<file path="config.mk">
export PLATFORM = sky130hd
export DESIGN_NAME = wb_port_arbiter
export DESIGN_NICKNAME = d
export VERILOG_FILES = /design/src/rtl/wb_port_arbiter.sv
export SDC_FILE = /design/constraint.sdc
export NUM_CORES = 1
export LEC_CHECK = 0
export ABC_AREA = 1
export CAP_MARGIN = 20
export CELL_PAD_IN_SITES_DETAIL_PLACEMENT = 1
export CELL_PAD_IN_SITES_GLOBAL_PLACEMENT = 1
export CORE_MARGIN = 2
export CORE_UTILIZATION = 31
export DETAILED_ROUTE_END_ITERATION = 7
export PLACE_DENSITY_LB_ADDON = 0.25
export SLEW_MARGIN = 20
export SYNTH_ARGS = -nofsm -noshare
export SYNTH_HDL_FRONTEND = slang
export SYNTH_SLANG_ARGS = --single-unit
export TNS_END_PERCENT = 50
</file>
<file path="constraint.sdc">
create_clock -name clock -period 1.55 [get_ports clock]
set_input_delay 0.2325 -clock clock [delete_from_list [all_inputs] [get_ports clock]]
set_output_delay 0.2325 -clock clock [all_outputs]
set_load 0.05 [all_outputs]
</file>
<file path="src/rtl/wb_port_arbiter.sv">
// wb_port_arbiter: merges the two MW writeback lanes onto a single
// register-file write port. When both lanes write in the same cycle, the
// pair is serialized (top first, then bot) and MW is stalled for one cycle.
// Optional feature macro: WB_SAME_REG_MERGE_EN. When it is defined, a pair
// that targets the same register collapses into a single bot write.
module wb_port_arbiter (
    input  logic        clock,
    input  logic        reset_n,
    input  logic        valid_top,
    input  logic        we_top,
    input  logic [4:0]  writeReg_top,
    input  logic [31:0] data_top,
    input  logic        valid_bot,
    input  logic        we_bot,
    input  logic [4:0]  writeReg_bot,
    input  logic [31:0] data_bot,
    output logic        stall,
    output logic        rf_we,
    output logic [4:0]  rf_addr,
    output logic [31:0] rf_data,
    output logic [15:0] serial_count
);

    typedef enum logic {
        IDLE = 1'b0,
        HOLD = 1'b1
    } state_t;

    state_t      state;
    logic        req_top;
    logic        req_bot;
    logic        merge;
    logic [4:0]  buf_addr;
    logic [31:0] buf_data;
    logic [15:0] serial_cnt;

    // Writes to r0 are architecturally dead, so they never claim the port.
    assign req_top = valid_top & we_top & (writeReg_top != 5'd0);
    assign req_bot = valid_bot & we_bot & (writeReg_bot != 5'd0);

`ifdef WB_SAME_REG_MERGE_EN
    // The younger write would overwrite the older one anyway.
    assign merge = req_top & req_bot & (writeReg_top == writeReg_bot);
`else
    assign merge = 1'b0;
`endif

    assign stall        = (state == HOLD);
    assign serial_count = serial_cnt;

    // Port arbitration FSM; all port outputs and the bot buffer are registered here.
    always_ff @(posedge clock or negedge reset_n) begin
        if (!reset_n) begin
            state      <= IDLE;
            rf_we      <= 1'b0;
            rf_addr    <= '0;
            rf_data    <= '0;
            buf_addr   <= '0;
            buf_data   <= '0;
            serial_cnt <= '0;
        end else begin
            case (state)
                IDLE: begin
                    if (req_top && req_bot && !merge) begin
                        rf_we    <= 1'b1;
                        rf_addr  <= writeReg_top;
                        rf_data  <= data_top;
                        buf_addr <= writeReg_bot;
                        buf_data <= data_bot;
                        state    <= HOLD;
                        if (serial_cnt != '1) begin
                            serial_cnt <= serial_cnt + 16'd1;
                        end
                    end else if (req_bot) begin
                        // Covers both the bot-only case and a merged same-register pair.
                        rf_we   <= 1'b1;
                        rf_addr <= writeReg_bot;
                        rf_data <= data_bot;
                    end else if (req_top) begin
                        rf_we   <= 1'b1;
                        rf_addr <= writeReg_top;
                        rf_data <= data_top;
                    end else begin
                        rf_we <= 1'b0;
                    end
                end
                HOLD: begin
                    // Lane inputs are ignored here; MW is held by stall.
                    rf_we   <= 1'b1;
                    rf_addr <= buf_addr;
                    rf_data <= buf_data;
                    state   <= IDLE;
                end
                default: begin
                    state <= IDLE;
                    rf_we <= 1'b0;
                end
            endcase
        end
    end

endmodule

</file>
==> impl_results.md <==
- Run status: finished clean
- GPL Wtd Cong: 0.800
- Reg2reg path depth: 8
- CP dominant cell by count: nand2_1
- Critical path arrival: 1.81 ns
- IO Count: 135
- Layout cell share with drive strength beyond 1: 21.2%
- Reg2reg setup slack: 0.02 ns
- GRT Total Usage: 19.3%
- WP data required: 1.83 ns
- Hpwl dp: 11.6 mm
- Fin crit period: 1.53 ns
- Die Y: 131 um
- PortBufs: 134
- Antenna cells: 0
- DRT antenna net count: 0
- Die area: 17100 um^2
- Highest-count cells in the layout ignoring fill and taps: nand2_1, dfrtp_1, nand3_1, buf_4, clkdlybuf4s50_1
- Sequential area share after synthesis: 46.1%
- Initial antenna violation count: 0
- Cell chain of the critical path: ha_4, nand3_4, nor2_4, nand4_4, buf_12, nand2_8, nand2_1, nand2_1
- Final setup fails: 0
- Worst path top cell family by delay: simple AND/OR/NAND/NOR gates
- Fin crit share: 99.0%
- Clk network pwr share: 27.9%
- Final Skew: 0.00488 ns
- Initial core utilization: 31.5%
- Post-Route Setup TNS: 0 ns
- Pre-antenna DRT Iters: 4
- Vias per cell: 4.68
- RSZ-0062 raised after global routing: yes
- Leakage power total: 3.94 nW
- Final Cell Area: 7400 um^2
- Hold WC Path Type: input pin to async pin
- Footprint of the multi-input gates: 2290 um^2
- Vias in the first global route: 5221
- Final Net Count: 920
- Syn_nets: 754
- Cells after Synth: 673
- H-tree depth: 3
- Worst VDD drop: 0.985 mV
- Post-layout util: 46.8%
- FF-to-FF End: serial_count[3]
- Final Slew Violations: 0
- Net switching power: 2.72 mW
- Num CTS Buffers: 9
- Buffers & Inverters on Critical Path: 1
- Die width: 131 um
- Hold Fails Final Rpt: 0
- Startpoint types: flop
- Commonest non-fill, non-tap cell in the layout: nand2_1
- Routed wire length: 16.5 mm
- # fillers: 1905
- First-pass GRT wire length: 25.9 mm
- Placed Area: 6890 um^2
- Synthesized area: 4990 um^2
- Unique masters post-synth: 29
- Inst Count DP: 1034
- Avg WL per Cell: 15.6 um
- Final cell count without fillers: 1060
- Sequential Power Share: 39.8%
- Max_slew headroom: 78.7%
- Fmax achieved: 651 MHz
- Crit path from: serial_count[0]
- Clock tree from TritonCTS: done
- Worst path max stage delay: 0.40 ns
- CTS Root Buffer Type: clkbuf_16
- Buffer depth of the longest clock path: 2
- CTS sink cnt: 92
- Initial drt markers: 195
- Min Hold Slack: 0.245 ns
- Site row count: 46
- Total gr overflow: 0
- Worst-Margin Slew: 0.320 ns
- Layout area overhead: 48.3%
- Power after layout: 7.66 mW
- Crit end category: flop
- Max_cap viols: 0
- Register bit total from synthesis: 92
- Core area: 15800 um^2
- Critical path's slowest cell: dfrtp_2
- PwrDens: 1040 nW/um^2
- Comb pwr share: 32.4%
- Largest net degree at the start of global routing: 48
- Int Pwr: 4.95 mW
- Clk_lat worst skew: 0.35 ns
- Switching share of power: 35.4%
- YS warnings: 0
- Critical R2R Launch: serial_count[0]
- FF+latch area: 2310 um^2
- Syn avg cell area: 7.42 um^2
- CTS clk-pin slew, worst paths: 0.06 ns
- Drt drc: 0
- Critical path class: flop to flop
- Placement Setup Slack: -0.371 ns
- Final worst setup slack: 0.0151 ns
- CP Max Fanout: 15
- Routed via count: 4962
-- cell families after synthesis --
group,count (synthesis),synth area share [%]
simple gates,438,38.0
flops,92,46.1
buf+inv,93,9.92
compound gates,39,3.91
xor+xnor,10,1.75
fa+ha+maj,1,0.251
-- cell type report --
class	count	share of cell area, %
Tap cell	216	3.65
Clock buffer	13	3.52
Timing Repair Buffer	191	27.3
Sequential cell	92	31.2
Inverter	57	3.09
Multi-Input combinational cell	488	30.9
Clock inverter	3	0.287
-- metal layers --
layer / up-vias / GRT usage, % / routed length, um
met1: 2416 / 24.7 / 7510
met5: - / 0 / 0
met4: 0 / 7.13 / 313
li1: 2421 / - / -
met3: 19 / 2.52 / 643
met2: 106 / 33.4 / 8030
-- sequential cells by signal (all words and copies together), names as in the netlist --
signal,count
stall,1
rf_data,32
rf_we,1
rf_addr,5
buf_data,32
serial_count,16
buf_addr,5
-- worst max-delay path by stage --
stage / end / slack [ns] / depth (start not counted)
finish: serial_count[3] / 0.02 / 8
global placement: rf_addr[4] / -0.32 / 9
CTS: serial_count[2] / 0.02 / 9
floorplan: serial_count[13] / -0.09 / 9
global route: serial_count[5] / -0.05 / 9
detailed placement: rf_data[5] / -0.37 / 9
-- cells in the mapped netlist, drive strengths merged --
library cell,count,area [um^2]
buf,29,246
clkbuf,7,26.3
clkinv,1,5.00
dfrtp,92,2300
ha,1,12.5
inv,56,218
nand2,331,1290
nand3,84,455
nand4,5,46.3
nor2,13,66.3
nor3,5,36.3
o21ai,39,195
xnor2,3,26.3
xor2,7,61.3
-- power groups by stage --
| stage | Sequential, mW | Combinational (mW) | Clock [mW] |
|---|---|---|---|
| floorplan | 3.72 | 0.692 | 0 |
| global placement | 3.06 | 2.36 | 0 |
| detailed placement | 3.09 | 2.42 | 0 |
| CTS | 3.05 | 2.44 | 2.20 |
| global route | 3.10 | 2.69 | 2.30 |
| finish | 3.05 | 2.48 | 2.14 |
-- repair_timing --
action,4_1_cts,5_1_grt
resized for setup,1,38
setup buffers,0,8
hold endpoints to repair,92,0
endpoints found under the setup margin,2,50
pin swaps,1,16
cloned,0,2
hold buffers,1,0
No activity file was read; power rests on OpenSTA's default activity.
